<file path="config.mk">
export PLATFORM = sky130hd
export DESIGN_NAME = smg_scan_mux
export DESIGN_NICKNAME = d
export VERILOG_FILES = /design/src/rtl/smg_scan_mux.sv
export SDC_FILE = /design/constraint.sdc
export NUM_CORES = 1
export LEC_CHECK = 0
export CELL_PAD_IN_SITES_DETAIL_PLACEMENT = 0
export CELL_PAD_IN_SITES_GLOBAL_PLACEMENT = 2
export CORE_MARGIN = 2
export CORE_UTILIZATION = 28
export DETAILED_ROUTE_END_ITERATION = 7
export PLACE_DENSITY_LB_ADDON = 0.3
export SYNTH_ARGS = -nofsm -noshare
export SYNTH_HDL_FRONTEND = slang
export SYNTH_SLANG_ARGS = --single-unit
</file>
<file path="constraint.sdc">
create_clock -name CLK -period 4.6 [get_ports CLK]
set_input_delay 0.69 -clock CLK [delete_from_list [all_inputs] [get_ports CLK]]
set_output_delay 0.69 -clock CLK [all_outputs]
set_load 0.02 [all_outputs]
</file>
<file path="src/rtl/smg_scan_mux.sv">
// Multiplexed seven-segment scan controller with per-digit blanking, 8-level brightness and a frame tick.
// Define SMG_SCAN_DEADTIME_EN to darken the first DEAD_CYC cycles of every slot (anti-ghosting).
module smg_scan_mux #(
    parameter int  DIGITS          = 6,
    parameter int  T_DIGIT         = 50000,
    parameter int  DEAD_CYC        = 2,
    parameter int  SCAN_ACTIVE_LOW = 1,
    parameter int  SEG_ACTIVE_LOW  = 1,
    localparam int IW              = $clog2(DIGITS)
) (
    input  logic                  CLK,
    input  logic                  RSTn,
    input  logic                  Enable,
    input  logic [2:0]            Bright,
    input  logic [DIGITS-1:0]     Blank_Mask,
    input  logic [8*DIGITS-1:0]   Seg_In,
    output logic [DIGITS-1:0]     Scan_Sig,
    output logic [7:0]            Seg_Out,
    output logic [IW-1:0]         Digit_Idx,
    output logic                  Frame_Tick
);

    localparam int                CW       = $clog2(T_DIGIT);
    localparam int                OW       = CW + 1;
    localparam int                WIN_LEN  = T_DIGIT / 8;
    localparam logic [DIGITS-1:0] SCAN_OFF = {DIGITS{SCAN_ACTIVE_LOW != 0}};
    localparam logic [7:0]        SEG_OFF  = {8{SEG_ACTIVE_LOW != 0}};

    if (DIGITS < 2 || DIGITS > 16 || T_DIGIT < 16 || (T_DIGIT % 8) != 0 ||
        DEAD_CYC >= WIN_LEN) begin : g_param_check
        $error("smg_scan_mux: illegal parameter set");
    end

    logic [CW-1:0]     c_cnt, c_nxt;
    logic [IW-1:0]     i_cnt, i_nxt;
    logic [2:0]        bl, bl_nxt;
    logic              c_last, i_last;
    logic [OW-1:0]     on_len;
    logic              in_win, dead_ok;
    logic              blank_sel, shown;
    logic [7:0]        seg_sel;
    logic [DIGITS-1:0] scan_sel;
    logic [DIGITS-1:0] scan_nxt;
    logic [7:0]        seg_nxt;
    logic [IW-1:0]     idx_nxt;
    logic              tick_nxt;

    assign c_last = (c_cnt == CW'(T_DIGIT - 1));
    assign i_last = (i_cnt == IW'(DIGITS - 1));
    assign on_len = OW'((int'(bl) + 1) * WIN_LEN);

`ifdef SMG_SCAN_DEADTIME_EN
    assign dead_ok = (c_cnt >= CW'(DEAD_CYC));
`else
    assign dead_ok = 1'b1;
`endif

    assign in_win = dead_ok && ({1'b0, c_cnt} < on_len);

    // State register; outputs are registered alongside so every output lags the counters by one cycle.
    always_ff @(posedge CLK) begin
        if (!RSTn) begin
            c_cnt      <= '0;
            i_cnt      <= '0;
            bl         <= 3'd7;
            Scan_Sig   <= SCAN_OFF;
            Seg_Out    <= SEG_OFF;
            Digit_Idx  <= '0;
            Frame_Tick <= 1'b0;
        end else begin
            c_cnt      <= c_nxt;
            i_cnt      <= i_nxt;
            bl         <= bl_nxt;
            Scan_Sig   <= scan_nxt;
            Seg_Out    <= seg_nxt;
            Digit_Idx  <= idx_nxt;
            Frame_Tick <= tick_nxt;
        end
    end

    // Brightness is only picked up at the slot boundary so a slot never changes duty mid-way.
    always_comb begin
        c_nxt  = '0;
        i_nxt  = '0;
        bl_nxt = bl;
        if (c_last) begin
            bl_nxt = Bright;
        end
        if (Enable) begin
            c_nxt = c_last ? '0 : c_cnt + 1'b1;
            if (c_last) begin
                i_nxt = i_last ? '0 : i_cnt + 1'b1;
            end else begin
                i_nxt = i_cnt;
            end
        end
    end

    always_comb begin
        seg_sel   = SEG_OFF;
        scan_sel  = '0;
        blank_sel = 1'b0;
        for (int j = 0; j < DIGITS; j++) begin
            if (i_cnt == IW'(j)) begin
                seg_sel              = Seg_In[8*(DIGITS-1-j) +: 8];
                scan_sel[DIGITS-1-j] = 1'b1;
                blank_sel            = Blank_Mask[j];
            end
        end
    end

    always_comb begin
        shown    = in_win && !blank_sel && Enable;
        scan_nxt = SCAN_OFF;
        seg_nxt  = SEG_OFF;
        if (shown) begin
            scan_nxt = (SCAN_ACTIVE_LOW != 0) ? ~scan_sel : scan_sel;
            seg_nxt  = seg_sel;
        end
        idx_nxt  = Enable ? i_cnt : '0;
        tick_nxt = Enable && c_last && i_last;
    end

endmodule
</file>
Word level (Yosys, flattened, before mapping)
Cells that the tools add are included.
- bits in registers: 40
- bits of input ports: 60
- output and inout bits: 18
- word-level logic and storage cells: 49
- add/subtract/negate cells: 3
- $mul: 1
- order comparisons: 1
- equality and inequality tests: 6
- muxes and demuxes: 19
- bitwise operators: 3
- reductions and logical operators: 9
- operators with widths (kind ; count):
    8-bit 2-to-1 mux ; 6
    16-bit by 17-bit less-than comparator with 1-bit output ; 1
    16-bit by 1-bit adder with 16-bit output, second input constant ; 1
    16-bit == test, second input constant ; 1
    4-bit by 12-bit multiplier with 16-bit output, second input constant ; 1
    1-bit 2-to-1 mux ; 12
    3-bit by 2-bit == test with 1-bit output, second input constant ; 2
    3-bit == test, second input constant ; 2
    6-bit inverter ; 1
    3-bit by 1-bit adder with 4-bit output, second input constant ; 1
    1-bit logical AND ; 4
    2-bit AND reduction ; 2
    3-bit by 1-bit adder with 3-bit output, second input constant ; 1
    3-bit by 1-bit == test with 1-bit output, second input constant ; 1
    3-bit logical NOT ; 1
    3-bit 2-to-1 mux ; 1
    3-bit OR reduction ; 1
    1-bit inverter ; 2
    1-bit logical NOT ; 1

Depth between registers and ports, before layout
- word-level depth: 11
- depth in mapped cells: 18
- depth with buffers taken out: 16

Worst setup path before layout
No wires, ideal clock.
- kind: reg-to-reg
- start point: register bl[0]
- end point: register Scan_Sig[3]
- setup time: 0.134 ns
- arrival time: 4.126 ns
- required time: 4.466 ns
- setup slack: 0.340 ns
- stages on the path, launching flop included: 17
- buffers on the path: 2
- clock period less this slack: 4.260 ns
- path through: dfxtp_1 -> clkbuf_1 -> inv_1 -> ha_1 -> ha_1 -> ha_1 -> ha_1 -> a31o_2 -> a211o_1 -> a31o_2 -> ha_1 -> a41o_1 -> a21oi_1 -> o211ai_1 -> o32ai_2 -> buf_6 -> nand3_1
- cells in the longest elaborated chain, start to end: 6
- RTL lines (item ; line ; source):
    start, declared ; 36 ; logic [2:0] bl, bl_nxt;
    start signal, assigned ; 73 ; bl <= bl_nxt;
    3-bit by 1-bit adder with 4-bit output ; 50 ; assign on_len = OW'((int'(bl) + 1) * WIN_LEN);
    4-bit by 12-bit multiplier with 16-bit output ; 50 ;
    16-bit by 17-bit less-than comparator with 1-bit output ; 58 ; assign in_win = dead_ok && ({1'b0, c_cnt} < on_len);
    1-bit logical AND (2 in series) ; 113 ; shown = in_win && !blank_sel && Enable;
    2-bit AND reduction (no source line) ; n/a ;
    end signal, assigned ; 74 ; Scan_Sig <= scan_nxt;
    end, declared ; 17 ; output logic [DIGITS-1:0] Scan_Sig,
Every way passes these cells.
A chain may end at the register's enable or synchronous reset.

Worst setup path after layout
- start point: register bl[0]
- end point: register Scan_Sig[1]
The elaborated chain is that of the path after synthesis.

==> flow_metrics.tcl <==
set metrics [dict create \
    leakagePower_uw 0.00139 \
    peakVddDrop_v 0.000117 \
    worstSetupPathType "reg2reg" \
    initial_core_util_pct 29.0 \
    synth-seq-cells 40 \
    ys_types 44 \
    synth_top_family_by_area "simple AND/OR/NAND/NOR gates" \
    relSlewSlack_pct 51.6 \
    p_clk_share_pct 47.8 \
    die_h_um 102 \
    yosysTopAreaCellShare_pct 29.7 \
    synthArstFlopShare_pct 0 \
    setup_viol 0 \
    syn-mean-instance-area_sq_um 8.66 \
    seq_area_sq_um 801 \
    cts.clk_slew.worst_paths_ns 0.09 \
    netlist_area_sq_um 2690 \
    cts_buffers 5 \
    final.setup_skew_ns 0.0117 \
    max_freq_mhz 241 \
    first_pass_iters 4 \
    grt_use_total_pct 14.7 \
    grt.met2_usage_pct 24.8 \
    grt-ovfl-total 0 \
    grt_pass1_vias 2391 \
    syn_to_final_growth_pct 39.3 \
    grt_pass1_wl_um 11900 \
    drive_above_1_share_pct 6.99 \
    gr-max-usage-layer "met2" \
    die_w_um 102 \
    drv_cap 0 \
    synthSimpleGateAreaFrac_pct 18.9 \
    outcome "completed" \
    place.gp.congestion 0.800 \
    critical_path_peak_fanout 14 \
    use_met3_pct 3.49 \
    wl_um 7590 \
    cp.arrival_ns 4.29 \
    synthFlopType "dfxtp_1" \
    dp_hpwl_um 6110 \
    hold_path.class "reg2reg" \
    crit_start "bl[0]" \
    clkSinkCount 40 \
    p_per_area_nw_per_um2 223 \
    detail_route.iter0.violations 63 \
    maxSlewViolCount 0 \
    fin_hold_ws_ns 0.475 \
    yosysWarnings 0 \
    final_cell_mix "77 x clkdlybuf4s50_1, 40 x dfxtp_1, 31 x nand2_1, 31 x ha_1, 29 x nor2_1" \
    antenna_cells 0 \
    grt_start_max_net_pins 25 \
    core_sq_um 9280 \
    synth_mux_area_share_pct 8.18 \
    tns_ns 0 \
    worstPathCellList "inv_1 > ha_1 > ha_1 > ha_1 > ha_1 > a31o_2 > a211o_1 > a31o_2 > ha_1 > a41o_1 > a21oi_1 > o211ai_1 > o32ai_2 > buf_4 > nand3_1" \
    fillers 976 \
    cts_buffer_depth 2 \
    layout_commonest_cell "clkdlybuf4s50_1" \
    htreeDepth 2 \
    root_buffer "clkbuf_8" \
    fin_nets 476 \
    post_cts_resized 0 \
    drc 0 \
    synth_cells 311 \
    wl_per_cell_um 14.7 \
    use_met1_pct 18.8 \
    antenna_left 0 \
    yosys.area.top_type "dfxtp_1" \
    numPortBuffers 77 \
    cp-end-kind "flip-flop" \
    finalWorstPathRequiredPeriod_ns 4.15 \
    cts_setup_buffers 0 \
    finalHoldViolations 0 \
    seqPwrFrac_pct 41.9 \
    rsz0062_at_grt "false" \
    pin_count 78 \
    crit_slowest_cell "dfxtp_1" \
    worst_pin_slew_ns 0.724 \
    cp-endpoint "Scan_Sig[1]" \
    critPathBufInv 2 \
    cts_tree "yes" \
    cp-start-kind "flip-flop" \
    synth-compound-area-share_pct 14.5 \
    cp_top_family "adder cells" \
    r2r_start "bl[0]" \
    multi_input_area_sq_um 1780 \
    p_comb_share_pct 10.3 \
    fp.dieArea_sq_um 10400 \
    antenna_found_initial 0 \
    swShare_pct 18.9 \
    netSwitchingPower_uw 158 \
    ff2ff_path_depth 15 \
    cp_slowest_stage_delay_ns 0.39 \
    period_share_pct 90.2 \
    viasPerCell 4.74 \
    seq_area_frac_synth_pct 29.7 \
    r2r-end "Scan_Sig[1]" \
    synth_edf_count 0 \
    ctsHoldBuffers 0 \
    synth_area_leaders "dfxtp_1 30%, ha_1 14%, mux2i_1 4.8%, xnor2_1 4.6%, nand3_1 4.5%" \
    synth_fa_ha_area_share_pct 14.4 \
    crit_required_ns 4.74 \
    synth_nets 402 \
    num_rows 35 \
    crit_cells 15 \
    clk_latency_ns 0.29 \
    reg2reg_slack_ns 0.45 \
    crit_top_cell "ha_1" \
    p_int_uw 680 \
    synthXorXnorAreaFrac_pct 10.3 \
    num_vias 2439 \
]
[final cells by class]
class | instances | area share (%)
clock inverter | 3 | 2.40
clock buffer | 5 | 1.84
inverter | 12 | 1.20
sequential | 40 | 21.4
timing repair buffer | 81 | 21.4
multi-input combinational | 245 | 47.5
tap | 129 | 4.30
[power by group through the flow]
stage                     registers (uW)  clock network, uW  logic (uW)
after global placement               359                  0        86.5
final                                351                400        86.3
after global routing                 351                418        92.7
after floorplan                      361                  0        21.6
after CTS                            351                407        87.0
after detailed placement             359                  0        86.5
[worst min-delay path by stage]
| stage | cells past startpoint | to | from | slack (ns) |
|---|---|---|---|---|
| CTS | 1 | c_cnt[0] | c_cnt[0] | 0.48 |
| detailed placement | 1 | c_cnt[0] | c_cnt[0] | 0.45 |
| finish | 1 | c_cnt[0] | c_cnt[0] | 0.47 |
| global placement | 1 | c_cnt[0] | c_cnt[0] | 0.44 |
| floorplan | 1 | c_cnt[0] | c_cnt[0] | 0.43 |
| global route | 1 | c_cnt[0] | c_cnt[0] | 0.51 |
[worst reg2reg max path: stages (launching register included)]
cell      delay (ns)
dfxtp_1         0.39
inv_1           0.13
ha_1            0.38
ha_1            0.33
ha_1            0.29
ha_1            0.34
a31o_2          0.28
a211o_1         0.30
a31o_2          0.23
ha_1            0.30
a41o_1          0.24
a21oi_1         0.11
o211ai_1        0.12
o32ai_2         0.26
buf_4           0.23
nand3_1         0.09
[registers in the layout (all words and copies together), names as in the netlist]
| register | count |
|---|---|
| c_cnt | 16 |
| Seg_Out | 8 |
| Scan_Sig | 6 |
| Digit_Idx | 3 |
| bl | 3 |
| i_cnt | 3 |
| Frame_Tick | 1 |
[synthesized netlist by cell type, drive strengths merged (4+ instances only)]
library cell,n
nand3,24
buf,4
and3,5
o21ai,12
nor2,29
o22ai,8
a21oi,9
xor2,13
clkbuf,10
dfxtp,40
mux2i,13
o221ai,9
ha,31
inv,11
nand4,5
nand2,31
mux2,8
xnor2,15
[through the flow]
stage	worst slack [ns]	instance area (sq um)	total power [uW]	instances	util, %
2_1_floorplan	0.340	2690	383	311	-
3_3_place_gp	0.571	3590	446	507	38.7
3_5_place_dp	0.468	3590	446	507	38.7
4_1_cts	0.418	3750	845	515	40.4
5_1_grt	0.190	3750	863	515	40.4
6_report	0.453	3750	838	515	40.4
[logic make-up after synthesis]
group                      after synthesis
muxes                                   21
adders and majority gates               31
AOI/OAI and AO/OA                       56
and+or+nand+nor                        108
xor gates and xnor gates                29
DFF                                     40
buffers and inverters                   26
[per-layer routing]
layer	part of all wire [%]	up-vias
li1	-	1269
met1	46	1105
met2	48	58
met3	4.7	7
met4	1.1	0
met5	0	-
No activity file was read; power rests on OpenSTA's default activity.
==> edit 1: new RTL, config.mk and constraints unchanged <==
Add a define of `SMG_SCAN_DEADTIME_EN`.
--- a/src/rtl/smg_scan_mux.sv
+++ b/src/rtl/smg_scan_mux.sv
@@ -1,5 +1,7 @@
 // Multiplexed seven-segment scan controller with per-digit blanking, 8-level brightness and a frame tick.
 // Define SMG_SCAN_DEADTIME_EN to darken the first DEAD_CYC cycles of every slot (anti-ghosting).
+`define SMG_SCAN_DEADTIME_EN
+
 module smg_scan_mux #(
     parameter int  DIGITS          = 6,
     parameter int  T_DIGIT         = 50000,
Function: changed (Yosys sat finds a counterexample within 4 cycles, from zero or initial values and one cycle with RSTn low).
==> edit 1 against the original RTL <==
Worst hold slack better by 0.015 ns; synthesized area is 5.1% higher; sequential cell count stayed put; global-route usage is 0.41 points higher; routed wire length is 4.8% higher; final area is 0.13% higher; setup slack worse by 0.029 ns; power is 18% lower; largest cell class unchanged; highest routed layer unchanged.
==> edit 1: results (changes against the original RTL) <==
metric	value	unit	change
result of the run	finished clean		unchanged
largest net degree at the start of global routing	20		was 25
register area share after synthesis	28.3	%	was 29.7%
final clock skew	0.00568	ns	was 0.0117 ns
average size of a mapped cell	8.79	um2	was 8.66 um2
count of TritonRoute iterations in the first routing pass	4		unchanged
number of post-CTS setup repair buffers	0		unchanged
synth unique cells	49		was 44
met3 Resource Use GR	3.13	%	was 3.49%
most used standard cells in the synthesized netlist	dfxtp_1, ha_1, nand2_1		unchanged
Filler cells	986		was 976
biggest area contributors in the synthesized netlist	dfxtp_1, ha_1, xnor2_1		was dfxtp_1, ha_1, mux2i_1
met2 wire length	3560	um	was 3640 um
xor and xnor fraction of the mapped netlist area	9.82	%	was 10.3%
vias after detailed routing	2539		was 2,439
worst path arrival time	4.33	ns	was 4.29 ns
met2 capacity usage during global routing	23.2	%	was 24.8%
layout net count	485		was 476
Tot GR Track Use	15.2	%	was 14.7%
worst slack, placed	0.423	ns	was 0.468 ns
leakage power summed over all cells	1.47	nW	was 1.39 nW
routed wire length per instance	15.1	um	was 14.7 um
metal1 wirelength	3880	um	was 3500 um
yosys synthesis warning count	0		unchanged
layout cell share with drive strength beyond 1	9.39	%	was 6.99%
internal power	0.000524	W	was 0.000680 W
actual slew at the worst max-slew pin	0.707	ns	was 0.724 ns
wire length of the first global-routing pass	13100	um	was 11,900 um
sum of net half-perimeters after detailed placement	6180	um	was 6110 um
number of placed instances, taps included	519		was 507
arithmetic-cell share of the synthesized area counting full adders, half adders and majority gates	14.2	%	was 14.4%
post-placement cell area	3660	um2	was 3590 um2
net count after synthesis	414		was 402
final RePlAce weighted congestion	0.785		was 0.800
detailed-route vias per instance	4.82		was 4.74
drt initial violations	81		was 63
global routing usage on met1	21.7	%	was 18.8%
combined area of the multi-input logic cells	1800	um2	was 1780 um2
complex-gate fraction of the synthesized area	14.9	%	was 14.5%
routed wire length on met3	415	um	was 353 um
worst supply voltage drop on vdd	0.000114	V	was 0.000117 V
multiplexer share of the synthesized area	4.25	%	was 8.18%
cell type of the slowest stage on the worst timing path	ha_1		was dfxtp_1
-- edit 1: changes by cell type after synthesis, sizes merged, moves of 8 or more --
cell | unedited run | this run
o21ai | 12 | 3
a221oi | 1 | 9
o22ai | 8 | 16
nand4 | 5 | 19
inv | 11 | 22
mux2i | 13 | 3
nand3 | 24 | 11
o221ai | 9 | 0
-- edit 1: logic make-up (layout without fill, tap and decap cells) --
| kind of cell | Yosys count | in the layout |
|---|---|---|
| DFF | 40 | 40 |
| muxes | 11 | 11 |
| xor gates and xnor gates | 29 | 29 |
| buffers and inverters | 40 | 112 |
| AOI/OAI and AO/OA | 55 | 55 |
| adders and majority gates | 32 | 32 |
| and+or+nand+nor | 115 | 115 |
-- edit 1: power groups by stage --
stage / Clock (W) / Combinational, W / Sequential [W]
global placement: 0 / 0.0000760 / 0.000357
global route: 0.000279 / 0.0000820 / 0.000349
floorplan: 0 / 0.0000190 / 0.000357
detailed placement: 0 / 0.0000766 / 0.000357
finish: 0.000257 / 0.0000765 / 0.000349
CTS: 0.000264 / 0.0000769 / 0.000349
-- edit 1: worst paths after layout --
| path | slack (ns) | endpoint | from | cells after the start |
|---|---|---|---|---|
| worst max-delay path | 0.42 | Seg_Out[5] | bl[0] | 17 |
| worst min-delay path | 0.49 | c_cnt[0] | c_cnt[0] | 1 |
| worst max register to register | 0.42 | Seg_Out[5] | bl[0] | 17 |
| worst min register to register | 0.49 | c_cnt[0] | c_cnt[0] | 1 |
-- edit 1: cell type report --
| type | instances | share of cell area, % |
|---|---|---|
| Multi-Input combinational cell | 242 | 47.9 |
| Timing Repair Buffer | 82 | 21.5 |
| Sequential cell | 40 | 21.3 |
| Tap cell | 133 | 4.43 |
| Clock buffer | 6 | 2.20 |
| Inverter | 22 | 2.20 |
| Clock inverter | 2 | 0.400 |
==> edit 2: new RTL, same settings <==
Without the edit above. Add an input register stage for `Enable`, `Bright`, `Blank_Mask` and `Seg_In`; this delays them by one clock.
--- a/src/rtl/smg_scan_mux.sv
+++ b/src/rtl/smg_scan_mux.sv
@@ -25,6 +25,18 @@
     localparam int                WIN_LEN  = T_DIGIT / 8;
     localparam logic [DIGITS-1:0] SCAN_OFF = {DIGITS{SCAN_ACTIVE_LOW != 0}};
     localparam logic [7:0]        SEG_OFF  = {8{SEG_ACTIVE_LOW != 0}};
+
+    logic Enable_q;
+    logic [2:0] Bright_q;
+    logic [DIGITS-1:0] Blank_Mask_q;
+    logic [8*DIGITS-1:0] Seg_In_q;
+
+    always_ff @(posedge CLK) begin
+        Enable_q     <= Enable;
+        Bright_q     <= Bright;
+        Blank_Mask_q <= Blank_Mask;
+        Seg_In_q     <= Seg_In;
+    end
 
     if (DIGITS < 2 || DIGITS > 16 || T_DIGIT < 16 || (T_DIGIT % 8) != 0 ||
         DEAD_CYC >= WIN_LEN) begin : g_param_check
@@ -84,9 +96,9 @@
         i_nxt  = '0;
         bl_nxt = bl;
         if (c_last) begin
-            bl_nxt = Bright;
+            bl_nxt = Bright_q;
         end
-        if (Enable) begin
+        if (Enable_q) begin
             c_nxt = c_last ? '0 : c_cnt + 1'b1;
             if (c_last) begin
                 i_nxt = i_last ? '0 : i_cnt + 1'b1;
@@ -102,23 +114,23 @@
         blank_sel = 1'b0;
         for (int j = 0; j < DIGITS; j++) begin
             if (i_cnt == IW'(j)) begin
-                seg_sel              = Seg_In[8*(DIGITS-1-j) +: 8];
+                seg_sel              = Seg_In_q[8*(DIGITS-1-j) +: 8];
                 scan_sel[DIGITS-1-j] = 1'b1;
-                blank_sel            = Blank_Mask[j];
+                blank_sel            = Blank_Mask_q[j];
             end
         end
     end
 
     always_comb begin
-        shown    = in_win && !blank_sel && Enable;
+        shown    = in_win && !blank_sel && Enable_q;
         scan_nxt = SCAN_OFF;
         seg_nxt  = SEG_OFF;
         if (shown) begin
             scan_nxt = (SCAN_ACTIVE_LOW != 0) ? ~scan_sel : scan_sel;
             seg_nxt  = seg_sel;
         end
-        idx_nxt  = Enable ? i_cnt : '0;
-        tick_nxt = Enable && c_last && i_last;
+        idx_nxt  = Enable_q ? i_cnt : '0;
+        tick_nxt = Enable_q && c_last && i_last;
     end
 
 endmodule
Check against the original RTL: not equivalent (Yosys sat finds a counterexample within 4 cycles, from zero or initial values and one cycle with RSTn low).
==> edit 2 against the original RTL <==
Sequential cell count is 58 higher; first-iteration DRC count is 140% higher; setup slack worse by 0.035 ns; core utilization is 1.8 points lower; final area is 37% higher; routed wire length is 13% higher; die area is 42% higher; count of clock-buffer cells in the layout is 6 higher; synthesized cell count is 16% higher; power is 120% higher; synthesized area is 44% higher; clock power is 120% higher; global-route usage is 2.2 points lower; critical endpoint is now Scan_Sig[3]; largest cell class is now registers.
==> edit 2: results (changes against the original RTL) <==
metric	value	unit	change
relative max-transition margin	48.2	%	was 51.6%
average size of a mapped cell	10.8	um2	was 8.66 um2
CP top delay family	adder cells		unchanged
worst skew pair latency	0.34	ns	was 0.29 ns
final RePlAce weighted congestion	0.717		was 0.800
drt initial violations	150		was 63
Largest stage delay, worst path	0.55	ns	was 0.39 ns
synth unique cells	50		was 44
number of post-CTS setup repair buffers	0		unchanged
buffer levels on the longest clock path	2		unchanged
Clock transition at path regs	0.07	ns	was 0.09 ns
most used standard cells in the synthesized netlist	dfxtp_1, ha_1, nor2_1		was dfxtp_1, ha_1, nand2_1
Tot GR Track Use	12.6	%	was 14.7%
largest net degree at the start of global routing	24		was 25
largest registers ranked by flip-flop count	Seg_In_q (48), c_cnt (16), Seg_Out (8)		was c_cnt (16), Seg_Out (8), Scan_Sig (6)
final clock skew	0.00774	ns	was 0.0117 ns
net count after synthesis	451		was 402
most common cell in the netlist	dfxtp_1		unchanged
CTS root buffer	clkbuf_16		was clkbuf_8
share of total power consumed by net switching	19.0	%	was 18.9%
IO Port Bufs	77		unchanged
worst slack, placed	0.416	ns	was 0.468 ns
count of TritonRoute iterations in the first routing pass	4		unchanged
Diodes inserted	0		unchanged
layout cell share with drive strength beyond 1	8.84	%	was 6.99%
clock buffer count from CTS	9		was 5
worst min-delay path class	flop to flop		unchanged
cell type of the slowest stage on the worst timing path	dfxtp_1		unchanged
biggest area contributors in the synthesized netlist	dfxtp_1, ha_1, mux2_2		was dfxtp_1, ha_1, mux2i_1
vias after detailed routing	2758		was 2,439
wire length of the first global-routing pass	14200	um	was 11,900 um
wirelength, routed	8590	um	was 7590 um
Filler cells	1354		was 976
layout net count	527		was 476
register area share after synthesis	50.7	%	was 29.7%
maximum level of the CTS H-tree	3		was 2
result of the run	finished clean		unchanged
yosys synthesis warning count	0		unchanged
leakage power summed over all cells	2.10	nW	was 1.39 nW
length in cells of the worst reg-to-reg path	13		was 15
critical-path maximum fanout	14		unchanged
sum of net half-perimeters after detailed placement	6490	um	was 6110 um
total of cells resized after clock tree synthesis	0		unchanged
share of synthesized registers carrying an async set or reset	0	%	unchanged
worst supply voltage drop on vdd	0.000174	V	was 0.000117 V
worst path arrival time	4.36	ns	was 4.29 ns
number of placed instances, taps included	601		was 507
cell depth of the worst min-delay path	1		unchanged
final instance count without filler cells	617		was 515
antenna violations before repair	0		unchanged
-- edit 2: cell types whose count changed in the layout (fill, tap and decap cells not counted), sizes merged, moves of 6 or more --
cell and delta:
o221ai -9, mux2 +7, dfxtp +58, clkbuf +6, inv +7, a221oi +7
nand3 -15, nand2 -12
-- edit 2: cell type report --
cell class,count,share of cell area (%)
Sequential cell,98,38.1
Multi-Input combinational cell,233,34.6
Timing Repair Buffer,78,15.1
Clock buffer,11,4.71
Tap cell,176,4.27
Clock inverter,5,2.09
Inverter,16,1.17
-- edit 2: stage by stage --
| step | utilization (%) | cell area (um2) |
|---|---|---|
| floorplan | - | 3870 |
| global placement | 36.0 | 4800 |
| detailed placement | 36.0 | 4800 |
| CTS | 38.6 | 5150 |
| global route | 38.6 | 5150 |
| finish | 38.6 | 5150 |
-- edit 2: cell families (layout without fill, tap and decap cells) --
kind of cell | Yosys count | count (layout) | synth area share (%)
muxes | 23 | 23 | 6.43
and+or+nand+nor | 91 | 91 | 12.2
DFF | 98 | 98 | 50.7
xor gates and xnor gates | 29 | 29 | 6.98
AOI/OAI and AO/OA | 59 | 59 | 10.4
buffers and inverters | 29 | 110 | 3.33
adders and majority gates | 31 | 31 | 10.0
-- edit 2: path summary, 6_finish.rpt --
kind / startpoint / to / slack [ns]
max: bl[0] / Scan_Sig[3] / 0.42
min: c_cnt[0] / c_cnt[0] / 0.44
max reg2reg: bl[0] / Scan_Sig[3] / 0.42
min reg2reg: c_cnt[0] / c_cnt[0] / 0.44
-- edit 2: power groups by stage --
| stage | logic, W | registers (W) | clock network (W) |
|---|---|---|---|
| final | 0.0000844 | 0.000886 | 0.000866 |
| after global routing | 0.0000909 | 0.000888 | 0.000932 |
| after CTS | 0.0000858 | 0.000886 | 0.000896 |
| after detailed placement | 0.0000853 | 0.000906 | 0 |
| after global placement | 0.0000850 | 0.000905 | 0 |
| after floorplan | 0.0000211 | 0.000906 | 0 |
-- edit 2: worst reg2reg max path, delay by kind of cell, from the launching register on --
family          cells  cell delay [ns]
fa+ha+maj           5             1.60
compound gates      4             0.89
simple gates        2             0.60
flops               1             0.55
buf+inv             1             0.20
xor+xnor            1             0.17
-- edit 2: per-layer routing --
metal / up-vias / track usage (%) / share of wire (%)
met3: 8 / 4.40 / 5.5
met2: 58 / 19.6 / 45
met4: 0 / 3.66 / 1.1
li1: 1414 / - / -
met1: 1278 / 16.5 / 49
met5: - / 0 / 0
